$ cat src/rtl/eh2_dec_gpr_wb_queue_if.sv
// eh2_dec_gpr_wb_queue_if
//   Bundles the request, flush and GPR write-port signals of the
//   writeback queue. clk/rst are plain module ports and are not part of it.
//
//   master : request producers / pipe side (drives requests, busy, flush;
//            observes ready, write port and pending masks)
//   slave  : the writeback queue itself
//
//   nb_*      non-blocking load writeback request (valid/tid/addr/data, ready)
//   div_*     divider writeback request (valid/tid/addr/data, ready)
//   port_busy pipe owns the GPR write port this cycle
//   flush_*   kill queued writes of one thread
//   wen/wtid/waddr/wd  GPR write port
//   pend_t0/pend_t1    GPRs [31:1] with a live queued write, per thread
interface eh2_dec_gpr_wb_queue_if;
    logic        nb_valid;
    logic        nb_tid;
    logic [4:0]  nb_addr;
    logic [31:0] nb_data;
    logic        nb_ready;

    logic        div_valid;
    logic        div_tid;
    logic [4:0]  div_addr;
    logic [31:0] div_data;
    logic        div_ready;

    logic        port_busy;
    logic        flush_valid;
    logic        flush_tid;

    logic        wen;
    logic        wtid;
    logic [4:0]  waddr;
    logic [31:0] wd;

    logic [31:1] pend_t0;
    logic [31:1] pend_t1;

    modport master (
        output nb_valid, nb_tid, nb_addr, nb_data,
        input  nb_ready,
        output div_valid, div_tid, div_addr, div_data,
        input  div_ready,
        output port_busy, flush_valid, flush_tid,
        input  wen, wtid, waddr, wd,
        input  pend_t0, pend_t1
    );

    modport slave (
        input  nb_valid, nb_tid, nb_addr, nb_data,
        output nb_ready,
        input  div_valid, div_tid, div_addr, div_data,
        output div_ready,
        input  port_busy, flush_valid, flush_tid,
        output wen, wtid, waddr, wd,
        output pend_t0, pend_t1
    );
endinterface

$ cat src/rtl/eh2_dec_gpr_wb_queue.sv
// eh2_dec_gpr_wb_queue
//   Write-side feeder for one GPR-file write port. Out-of-pipe writebacks
//   (non-blocking loads, divider) are buffered in an in-order FIFO and
//   drained one entry per cycle whenever the pipe leaves the port idle.
//   Per-thread pending-write masks let decode stall on hazards.
//
// Ports
//   clk   core clock
//   rst   synchronous, active-high reset
//   bus   eh2_dec_gpr_wb_queue_if.slave (requests, flush, write port, masks)
//
// Parameters
//   DEPTH  FIFO entries, power of 2, >= 2
//
// Configuration macros
//   RV_GPR_WB_BYPASS_EN  when defined, a request arriving at an empty queue
//                        with the port idle is written in the same cycle
//                        instead of being enqueued.
//   RV_ASSERT_ON         enables the overflow assertion.
module eh2_dec_gpr_wb_queue #(
    parameter int DEPTH = 4
) (
    input  logic                      clk,
    input  logic                      rst,
    eh2_dec_gpr_wb_queue_if.slave     bus
);

    localparam int PTR_W = $clog2(DEPTH);
    localparam int CNT_W = $clog2(DEPTH + 1);

    typedef logic [PTR_W-1:0] ptr_t;

    logic [DEPTH-1:0] ent_live;
    logic [DEPTH-1:0] ent_tid;
    logic [4:0]       ent_addr [DEPTH];
    logic [31:0]      ent_data [DEPTH];

    ptr_t             wr_ptr;
    ptr_t             rd_ptr;
    logic [CNT_W-1:0] count;

    logic q_empty;
    logic nb_ready_int;
    logic div_ready_int;
    logic nb_acc;
    logic div_acc;
    logic nb_flush_hit;
    logic div_flush_hit;
    logic head_flush_hit;
    logic head_eff;
    logic drain_wen;
    logic pop;
    logic byp_nb;
    logic byp_div;
    logic push_nb;
    logic push_div;
    ptr_t nb_slot;
    ptr_t div_slot;

    logic        wen_c;
    logic        wtid_c;
    logic [4:0]  waddr_c;
    logic [31:0] wd_c;
    logic [31:1] pend0_c;
    logic [31:1] pend1_c;

    assign q_empty = (count == '0);

    // Ready comes only from the registered occupancy, so it never depends on
    // this cycle's valids or pops. div needs two free slots so nb always has
    // room when both arrive together.
    assign nb_ready_int  = ~rst & (count <  CNT_W'(DEPTH));
    assign div_ready_int = ~rst & (count <= CNT_W'(DEPTH - 2));

    // addr 0 requests complete the handshake but never occupy the queue.
    assign nb_acc  = bus.nb_valid  & nb_ready_int  & (bus.nb_addr  != 5'd0);
    assign div_acc = bus.div_valid & div_ready_int & (bus.div_addr != 5'd0);

    assign nb_flush_hit   = bus.flush_valid & (bus.flush_tid == bus.nb_tid);
    assign div_flush_hit  = bus.flush_valid & (bus.flush_tid == bus.div_tid);
    assign head_flush_hit = bus.flush_valid & (bus.flush_tid == ent_tid[rd_ptr]);

    // A head being flushed this cycle is treated as already dead: no write,
    // and it leaves the queue regardless of port_busy.
    assign head_eff  = ent_live[rd_ptr] & ~head_flush_hit;
    assign drain_wen = ~q_empty & head_eff & ~bus.port_busy;
    assign pop       = ~q_empty & (~head_eff | ~bus.port_busy);

`ifdef RV_GPR_WB_BYPASS_EN
    logic byp_ok;
    // nb has priority for the bypass slot; a simultaneous div is enqueued.
    assign byp_ok  = q_empty & ~bus.port_busy;
    assign byp_nb  = byp_ok & nb_acc & ~nb_flush_hit;
    assign byp_div = byp_ok & ~nb_acc & div_acc & ~div_flush_hit;
`else
    assign byp_nb  = 1'b0;
    assign byp_div = 1'b0;
`endif

    assign push_nb  = nb_acc  & ~byp_nb;
    assign push_div = div_acc & ~byp_div;

    // nb goes in first, div lands right behind it when both are pushed.
    assign nb_slot  = wr_ptr;
    assign div_slot = push_nb ? ptr_t'(wr_ptr + ptr_t'(1)) : wr_ptr;

    // Live bits and pointers. Flush clears matching entries, including ones
    // pushed this cycle (they are enqueued dead and popped silently later).
    always_ff @(posedge clk) begin
        if (rst) begin
            wr_ptr   <= '0;
            rd_ptr   <= '0;
            count    <= '0;
            ent_live <= '0;
        end else begin
            for (int i = 0; i < DEPTH; i++) begin
                if (bus.flush_valid && (ent_tid[i] == bus.flush_tid)) begin
                    ent_live[i] <= 1'b0;
                end
            end
            if (pop) begin
                ent_live[rd_ptr] <= 1'b0;
            end
            if (push_nb) begin
                ent_live[nb_slot] <= ~nb_flush_hit;
            end
            if (push_div) begin
                ent_live[div_slot] <= ~div_flush_hit;
            end
            wr_ptr <= wr_ptr + ptr_t'(push_nb) + ptr_t'(push_div);
            rd_ptr <= rd_ptr + ptr_t'(pop);
            count  <= count + CNT_W'(push_nb) + CNT_W'(push_div) - CNT_W'(pop);
        end
    end

    // Payload storage needs no reset; live bits qualify it.
    always_ff @(posedge clk) begin
        if (push_nb) begin
            ent_tid[nb_slot]  <= bus.nb_tid;
            ent_addr[nb_slot] <= bus.nb_addr;
            ent_data[nb_slot] <= bus.nb_data;
        end
        if (push_div) begin
            ent_tid[div_slot]  <= bus.div_tid;
            ent_addr[div_slot] <= bus.div_addr;
            ent_data[div_slot] <= bus.div_data;
        end
    end

    // Write port: head of queue, or a bypassed request when the queue is
    // empty (the two never coincide).
    always_comb begin
        wen_c   = drain_wen;
        wtid_c  = ent_tid[rd_ptr];
        waddr_c = ent_addr[rd_ptr];
        wd_c    = ent_data[rd_ptr];
        if (byp_nb) begin
            wen_c   = 1'b1;
            wtid_c  = bus.nb_tid;
            waddr_c = bus.nb_addr;
            wd_c    = bus.nb_data;
        end else if (byp_div) begin
            wen_c   = 1'b1;
            wtid_c  = bus.div_tid;
            waddr_c = bus.div_addr;
            wd_c    = bus.div_data;
        end
        if (rst) begin
            wen_c = 1'b0;
        end
    end

    // Pending masks: one-hot decode of every live entry, OR-ed per thread.
    always_comb begin
        pend0_c = '0;
        pend1_c = '0;
        for (int g = 1; g < 32; g++) begin
            for (int i = 0; i < DEPTH; i++) begin
                if (ent_live[i] && (ent_addr[i] == 5'(g))) begin
                    if (ent_tid[i]) begin
                        pend1_c[g] = 1'b1;
                    end else begin
                        pend0_c[g] = 1'b1;
                    end
                end
            end
        end
        if (rst) begin
            pend0_c = '0;
            pend1_c = '0;
        end
    end

    assign bus.nb_ready  = nb_ready_int;
    assign bus.div_ready = div_ready_int;
    assign bus.wen       = wen_c;
    assign bus.wtid      = wtid_c;
    assign bus.waddr     = waddr_c;
    assign bus.wd        = wd_c;
    assign bus.pend_t0   = pend0_c;
    assign bus.pend_t1   = pend1_c;

`ifdef RV_ASSERT_ON
    a_no_overflow: assert property (@(posedge clk) disable iff (rst)
        !((push_nb | push_div) && (count == CNT_W'(DEPTH))));
`endif

endmodule
$ cat src/flat_wrapper.sv
// flat-port wrapper written by rule: the top's interface ports become plain ports
module eh2_dec_gpr_wb_queue_flat 
#(
    parameter int DEPTH = 4
)
  (clk, rst, bus_nb_valid, bus_nb_tid, bus_nb_addr, bus_nb_data, bus_nb_ready, bus_div_valid, bus_div_tid, bus_div_addr, bus_div_data, bus_div_ready, bus_port_busy, bus_flush_valid, bus_flush_tid, bus_wen, bus_wtid, bus_waddr, bus_wd, bus_pend_t0, bus_pend_t1);
  eh2_dec_gpr_wb_queue_if bus_i ();
  input  logic clk;
  input  logic rst;
  input wire logic [$bits(bus_i.nb_valid)-1:0] bus_nb_valid;
  input wire logic [$bits(bus_i.nb_tid)-1:0] bus_nb_tid;
  input wire logic [$bits(bus_i.nb_addr)-1:0] bus_nb_addr;
  input wire logic [$bits(bus_i.nb_data)-1:0] bus_nb_data;
  output wire logic [$bits(bus_i.nb_ready)-1:0] bus_nb_ready;
  input wire logic [$bits(bus_i.div_valid)-1:0] bus_div_valid;
  input wire logic [$bits(bus_i.div_tid)-1:0] bus_div_tid;
  input wire logic [$bits(bus_i.div_addr)-1:0] bus_div_addr;
  input wire logic [$bits(bus_i.div_data)-1:0] bus_div_data;
  output wire logic [$bits(bus_i.div_ready)-1:0] bus_div_ready;
  input wire logic [$bits(bus_i.port_busy)-1:0] bus_port_busy;
  input wire logic [$bits(bus_i.flush_valid)-1:0] bus_flush_valid;
  input wire logic [$bits(bus_i.flush_tid)-1:0] bus_flush_tid;
  output wire logic [$bits(bus_i.wen)-1:0] bus_wen;
  output wire logic [$bits(bus_i.wtid)-1:0] bus_wtid;
  output wire logic [$bits(bus_i.waddr)-1:0] bus_waddr;
  output wire logic [$bits(bus_i.wd)-1:0] bus_wd;
  output wire logic [$bits(bus_i.pend_t0)-1:0] bus_pend_t0;
  output wire logic [$bits(bus_i.pend_t1)-1:0] bus_pend_t1;
  assign bus_i.nb_valid = bus_nb_valid;
  assign bus_i.nb_tid = bus_nb_tid;
  assign bus_i.nb_addr = bus_nb_addr;
  assign bus_i.nb_data = bus_nb_data;
  assign bus_nb_ready = bus_i.nb_ready;
  assign bus_i.div_valid = bus_div_valid;
  assign bus_i.div_tid = bus_div_tid;
  assign bus_i.div_addr = bus_div_addr;
  assign bus_i.div_data = bus_div_data;
  assign bus_div_ready = bus_i.div_ready;
  assign bus_i.port_busy = bus_port_busy;
  assign bus_i.flush_valid = bus_flush_valid;
  assign bus_i.flush_tid = bus_flush_tid;
  assign bus_wen = bus_i.wen;
  assign bus_wtid = bus_i.wtid;
  assign bus_waddr = bus_i.waddr;
  assign bus_wd = bus_i.wd;
  assign bus_pend_t0 = bus_i.pend_t0;
  assign bus_pend_t1 = bus_i.pend_t1;
  eh2_dec_gpr_wb_queue #(.DEPTH(DEPTH)) u_core (.clk(clk), .rst(rst), .bus(bus_i));
endmodule
$ cat config.mk
export PLATFORM = sky130hd
export DESIGN_NAME = eh2_dec_gpr_wb_queue_flat
export DESIGN_NICKNAME = d
export VERILOG_FILES = /design/src/rtl/eh2_dec_gpr_wb_queue_if.sv /design/src/rtl/eh2_dec_gpr_wb_queue.sv /design/src/flat_wrapper.sv
export SDC_FILE = /design/constraint.sdc
export NUM_CORES = 1
export LEC_CHECK = 0
export ABC_AREA = 1
export CAP_MARGIN = 20
export CORE_MARGIN = 3
export CORE_UTILIZATION = 32
export CTS_CLUSTER_DIAMETER = 120
export DETAILED_ROUTE_END_ITERATION = 12
export SETUP_SLACK_MARGIN = 0.5
export SYNTH_ARGS = -nofsm -noshare
export SYNTH_HDL_FRONTEND = slang
export SYNTH_SLANG_ARGS = --single-unit
export TNS_END_PERCENT = 1
$ cat constraint.sdc
create_clock -name clk -period 3.3 [get_ports clk]
set_clock_uncertainty 0.05 [all_clocks]
set_input_delay 0.66 -clock clk [delete_from_list [all_inputs] [get_ports clk]]
set_output_delay 0.66 -clock clk [all_outputs]
set_load 0.03 [all_outputs]
==> impl_metrics.yaml, run 1 <==
worst_setup_path:
  path_class: "reg2out"
  reg2reg_slack_ns: 0.61
  rr_endpoint: "u_core.count[2]"
  arrival_ns: 2.14
  endpoint_kind: "output pin"
  r2r-start: "u_core.rd_ptr[0]"
  crit_start: "u_core.ent_addr[1][1]"
  r2r_cells: 12
  cp_data_required_time_ns: 2.59
  critPathCapture: "bus_pend_t0[12]"
  path_max_fanout: 5
  crit_path_start_kind: "register"
synth:
  synth_warnings: 0
  yosys.area.top_type_share_pct: 42.55
  yosysUniqueCellTypes: 34
  yosysSeqAreaShare_pct: 45.43
  synth_area_leaders: "edfxtp_1 (43%), nand2_1 (12%), o21ai_0 (6.9%), nor2_1 (5.7%), o221ai_1 (5.4%)"
  synth_nets: 1446
  ys_ff_latch: 163
  synth_top_area_cell: "edfxtp_1"
  synth_area_sq_um: 10440
  synth_area_per_cell_sq_um: 7.719
  syn_inst: 1353
routing:
  ant_nets: 0
  drt_first_pass_iters: 6
  routed_wl_mm: 35.72
  vias_per_cell: 5.314
  detail_route.wl_per_cell_um: 18.21
  drtIter0Drc: 888
  drc_errors: 0
  vias: 10420
placed_design:
  hpwlAfterDp_mm: 24.72
  placed_cells: 1925
  gp_congestion: 0.9544
  placement.io_buffers: 185
layout:
  drive_gt1_share_pct: 14.30
  seq_area_sq_um: 4748
  final_common_cell: "nand2_1"
  nets: 1605
  layout.cells.non_filler: 1961
  mostFrequentLayoutCells: "nand2_1 (323), edfxtp_1 (148), o21ai_0 (144), nor2_1 (136), inv_1 (102)"
  multi_input_area_sq_um: 5012
  areaGrowthSynthToFinish_pct: 28.49
  fillers: 3278
clock_tree:
  postCtsHoldBufs: 0
  cts.clk_slew.worst_paths_ns: 0.07
  cts_tree: "yes"
  h-tree-depth: 4
  cts_made_buffers: 17
  clock-sinks: 163
  root_buffer: "clkbuf_16"
  clock_path_buffers: 2
  clk_latency_ns: 0.43
floorplanning:
  dieWidth_um: 186.7
  io_pins: 186
  rows: 65
  die_y_um: 186.7
  fp.dieArea_sq_um: 34840
  core_area_sq_um: 31880
  initial_core_util_pct: 32.76
hold_path:
  hold_path.class: "in2reg"
timing:
  rsz0062_at_grt: "true"
  tns_ns: 0
  slew_viol_final: 0
  relSlewSlack_pct: 47.19
  period_needed_ns: 2.851
  worst_pin_slew_ns: 0.7921
  fmaxAchievable_ghz: 0.3507
  final-hold-violation-count: 0
  report.final.setup_viol: 0
  fin_crit_sh_pct: 86.41
pwr:
  power_density_nw_per_um2: 674.1
  p_leak_nw: 5.330
  ir_worst_vdd_uv: 499.3
run_status:
  status: "complete, no violations"
grt:
  track_usage_pct: 19.87
  grt_pass1_vias: 10110
  grt-ovfl-total: 0
  antenna_found_initial: 7
  grt_pass1_wl_mm: 55.50
  grt_start_max_net_pins: 79
run:
  max_cap_viol_count: 0
area by class of cell:
type	instances	area share, %
flip-flops and latches	163	35.38
repair buffers	230	15.57
well taps	435	4.056
clock buffers	17	3.170
diodes	1	0.01865
clock inverters	15	1.119
inverters	116	3.329
multi-input cells	984	37.35
kinds of logic after synthesis:
kind of cell / share of synthesized area, %
AO/OA/AOI/OAI: 21.30
buffers and inverters: 8.135
flip-flops: 45.43
XOR/XNOR: 0.4194
adder cells (fa/ha/maj): 1.414
AND/OR/NAND/NOR: 23.30
flip-flops by register name, summed over array words and instances, names as in the netlist:
name	flops
u_core.rd_ptr	2
u_core.nb_slot	2
u_core.count	3
u_core.ent_data	128
u_core.ent_live	4
u_core.ent_tid	4
u_core.ent_addr	20
routing by layer:
metal	track usage (%)	share of wire [%]
met5	0	0.27
met4	5.292	1.6
met3	4.941	8.0
met2	33.82	48
met1	25.26	42
synthesized netlist by cell type (all sizes together):
| library cell | n |
|---|---|
| a21oi | 71 |
| a221o | 1 |
| a22oi | 52 |
| buf | 16 |
| clkbuf | 74 |
| clkinv | 5 |
| dfxtp | 15 |
| edfxtp | 148 |
| fa | 3 |
| ha | 7 |
| inv | 111 |
| nand2 | 338 |
| nand3 | 94 |
| nand3b | 1 |
| nand4 | 1 |
| nor2 | 161 |
| nor3 | 6 |
| nor3b | 1 |
| o211ai | 3 |
| o21ai | 170 |
| o221ai | 64 |
| o22ai | 5 |
| or2 | 1 |
| xnor2 | 2 |
| xor2 | 3 |
what timing repair did:
| action | 4_1_cts | 5_1_grt |
|---|---|---|
| buffers inserted | 1 | 2 |
| setup endpoints to repair | 99 | 100 |
| gates resized for setup | 169 | 71 |
| pin swaps | 1 | 4 |
where the power goes:
part	internal, mW	total, mW	switching [mW]
Combinational	1.27	4.26	2.99
Clock	1.06	1.93	0.871
Sequential	2.68	2.85	0.175
per-stage QoR:
stage / worst slack [ns] / area, sq um / hold slack [ns] / util [%] / power [mW]
detailed placement: 0.1610 / 12750 / 0.5241 / 39.99 / 7.230
global placement: 0.1790 / 12750 / 0.5201 / 39.99 / 7.208
finish: 0.4485 / 13420 / 0.5126 / 42.09 / 9.046
global route: 0.3228 / 13420 / 0.5124 / 42.09 / 9.541
floorplan: 0.3806 / 10460 / 0.4829 / - / 5.454
CTS: 0.4125 / 13340 / 0.5021 / 41.84 / 9.058
worst max-delay path, stage by stage, from the launching register on:
cell and delay [ns]:
edfxtp_1 0.53, inv_2 0.12, nand2_2 0.11, nor2_2 0.15, nand2_1 0.10, o221ai_1 0.20
a21oi_1 0.09, nor2_1 0.10, clkdlybuf4s15_2 0.30
how the worst min path moves through the flow:
stage | depth (start not counted) | endpoint | slack, ns | startpoint
after global routing | 2 | u_core.count[1] | 0.51 | rst
after detailed placement | 2 | u_core.nb_slot[1] | 0.52 | u_core.nb_slot[1]
after global placement | 2 | u_core.nb_slot[1] | 0.52 | u_core.nb_slot[1]
after floorplan | 2 | u_core.nb_slot[1] | 0.48 | u_core.nb_slot[1]
final | 2 | u_core.count[2] | 0.51 | rst
after CTS | 2 | u_core.count[2] | 0.50 | rst
Note: power is estimated with default switching activity, not from simulation.
==> inputs of run 2 (changes only) <==
- CORE_UTILIZATION: 32 -> 35
==> run 2 against run 1 <==
Sequential share of layout area decreased by 0.14 points. Combinational power increased by 1%. Core utilization is 4.2 points higher. Register-to-register slack got worse by 0.03 ns. First-iteration DRC count up 43%. Sequential power about the same. Power increased by 1.3%. Design area is 0.37% higher. Via count is 0.38% lower. Clock-buffer cell count stayed put. Cell count is 2.4% lower. Critical path type unchanged. Critical endpoint is now bus_pend_t0[11]. Highest routed layer unchanged.
==> impl_metrics.yaml, run 2 (same netlist as run 1, synthesis figures left out) <==
routing:
  ant_nets: 0
  detail_route.wl_per_cell_um: 18.18
  vias_per_cell: 5.427
  drc_errors: 0
  routed_wl_mm: 34.78
  drtIter0Drc: 1268
  vias: 10380
  drt_first_pass_iters: 6
layout:
  layout.cells.non_filler: 1913
  mostFrequentLayoutCells: "nand2_1 (324), edfxtp_1 (148), o21ai_0 (144), nor2_1 (137), inv_1 (106)"
  areaGrowthSynthToFinish_pct: 28.97
  diodes: 0
  top_register: "u_core.ent_data"
  nets: 1609
  top_regs: "u_core.ent_data x128, u_core.ent_addr x20"
  largest_reg_flops: 128
  fin_util_pct: 46.30
  final_common_cell: "nand2_1"
  drive_gt1_share_pct: 14.06
timing:
  period_needed_ns: 2.893
  tns_ns: 0
  report.final.setup_viol: 0
  timing.final.ws_setup_ns: 0.4065
  worst_pin_slew_ns: 0.6809
  rsz0062_at_grt: "true"
  final-hold-violation-count: 0
  fmaxAchievable_ghz: 0.3456
  relSlewSlack_pct: 54.61
  fin_crit_sh_pct: 87.68
  slew_viol_final: 0
pwr:
  clock_power_share_pct: 22.0
  ir_worst_vdd_uv: 413.1
  power_mw: 9.166
  p_sw_share_pct: 44.71
  power_density_nw_per_um2: 680.5
  seqPwrFrac_pct: 30.9
  intPower_mw: 5.068
  p_comb_share_pct: 47.1
  power.switching_mw: 4.098
  p_leak_nw: 5.396
hold_path:
  min_to: "u_core.count[2]"
  hold_depth: 2
  hold_path.class: "in2reg"
  hold_start: "rst"
worst_setup_path:
  endpoint_kind: "output pin"
  r2r-start: "u_core.rd_ptr[0]"
  cp_data_required_time_ns: 2.59
  reg2reg_slack_ns: 0.58
  crit_path_start_kind: "register"
  r2r_cells: 13
  path_class: "reg2out"
  arrival_ns: 2.18
  path_max_fanout: 6
  rr_endpoint: "u_core.count[2]"
floorplanning:
  io_pins: 186
  core_area_sq_um: 29090
  die_y_um: 178.7
  rows: 62
  initial_core_util_pct: 35.90
  fp.dieArea_sq_um: 31950
  dieWidth_um: 178.7
grt:
  grt_start_max_net_pins: 79
  grt_pass1_vias: 9922
  grt-ovfl-total: 0
  antenna_found_initial: 3
  grt_pass1_wl_mm: 53.84
  track_usage_pct: 21.58
placed_design:
  gp_congestion: 0.9225
  hpwlAfterDp_mm: 23.79
  placement.io_buffers: 185
  placed_cells: 1869
  place_ws_ns: 0.1749
clock_tree:
  clk_latency_ns: 0.43
  clock-sinks: 163
  h-tree-depth: 4
  clock_path_buffers: 2
  root_buffer: "clkbuf_16"
  cts_made_buffers: 17
  cts.clk_slew.worst_paths_ns: 0.07
  cts_tree: "yes"
run_status:
  status: "complete, no violations"
run:
  max_cap_viol_count: 0
==> run 2: worst max path at each step <==
| stage | start | to | slack [ns] | cells after the start |
|---|---|---|---|---|
| 4_1_cts | u_core.ent_addr[2][3] | bus_pend_t0[20] | 0.43 | 8 |
| 2_1_floorplan | rst | u_core.ent_addr[1][0] | 0.38 | 7 |
| 3_5_place_dp | bus_flush_tid | u_core.count[2] | 0.17 | 12 |
| 5_1_grt | u_core.ent_addr[2][2] | bus_pend_t0[0] | 0.34 | 8 |
| 3_3_place_gp | bus_nb_addr[3] | u_core.count[2] | 0.21 | 10 |
| 6_report | u_core.ent_addr[1][0] | bus_pend_t0[11] | 0.41 | 7 |
==> run 2: per-stage QoR <==
stage / instance area (sq um) / hold slack, ns
floorplan: 10460 / 0.4829
global placement: 12720 / 0.5191
detailed placement: 12720 / 0.5268
CTS: 13380 / 0.5025
global route: 13470 / 0.5129
finish: 13470 / 0.5127
==> run 2: cell type report <==
cell class / instances / area, sq um
Fill cell: 2857 / 15620
Multi-Input combinational cell: 984 / 5005
Sequential cell: 163 / 4747
Timing Repair Buffer: 233 / 2181
Tap cell: 384 / 480.5
Inverter: 116 / 444.2
Clock buffer: 17 / 425.4
Clock inverter: 15 / 178.9
Timing Repair inverter: 1 / 7.507
==> run 2: metal layers <==
layer	GRT usage (%)	part of all wire, %	up-vias
met4	6.266	2.1	6
met2	36.11	48	477
met5	0	0.098	-
met3	4.341	8.1	79
met1	28.31	42	4779
li1	-	-	5040
==> run 2: what timing repair did <==
action / 4_1_cts / 5_1_grt
setup buffers: 4 / 7
endpoints found under the hold margin: 0 / 0
pin swaps: 1 / 2
gates resized for setup: 169 / 69
setup endpoints to repair: 97 / 96
hold buffers: 0 / 0
gates cloned: 0 / 1
==> run 2: critical path, stage by stage, from the launching register on <==
cell             delay (ns)
edfxtp_1               0.49
buf_4                  0.19
nor3_4                 0.23
nand2_1                0.09
o221ai_1               0.21
a21oi_1                0.10
nor2_1                 0.13
clkdlybuf4s15_2        0.31
==> run 2: power by group through the flow <==
stage | sequential, mW | combinational [mW] | clock [mW]
CTS | 2.83 | 4.27 | 2.04
global placement | 2.85 | 4.38 | 0
global route | 2.86 | 4.66 | 2.12
detailed placement | 2.86 | 4.39 | 0
floorplan | 2.81 | 2.64 | 0
finish | 2.83 | 4.32 | 2.02
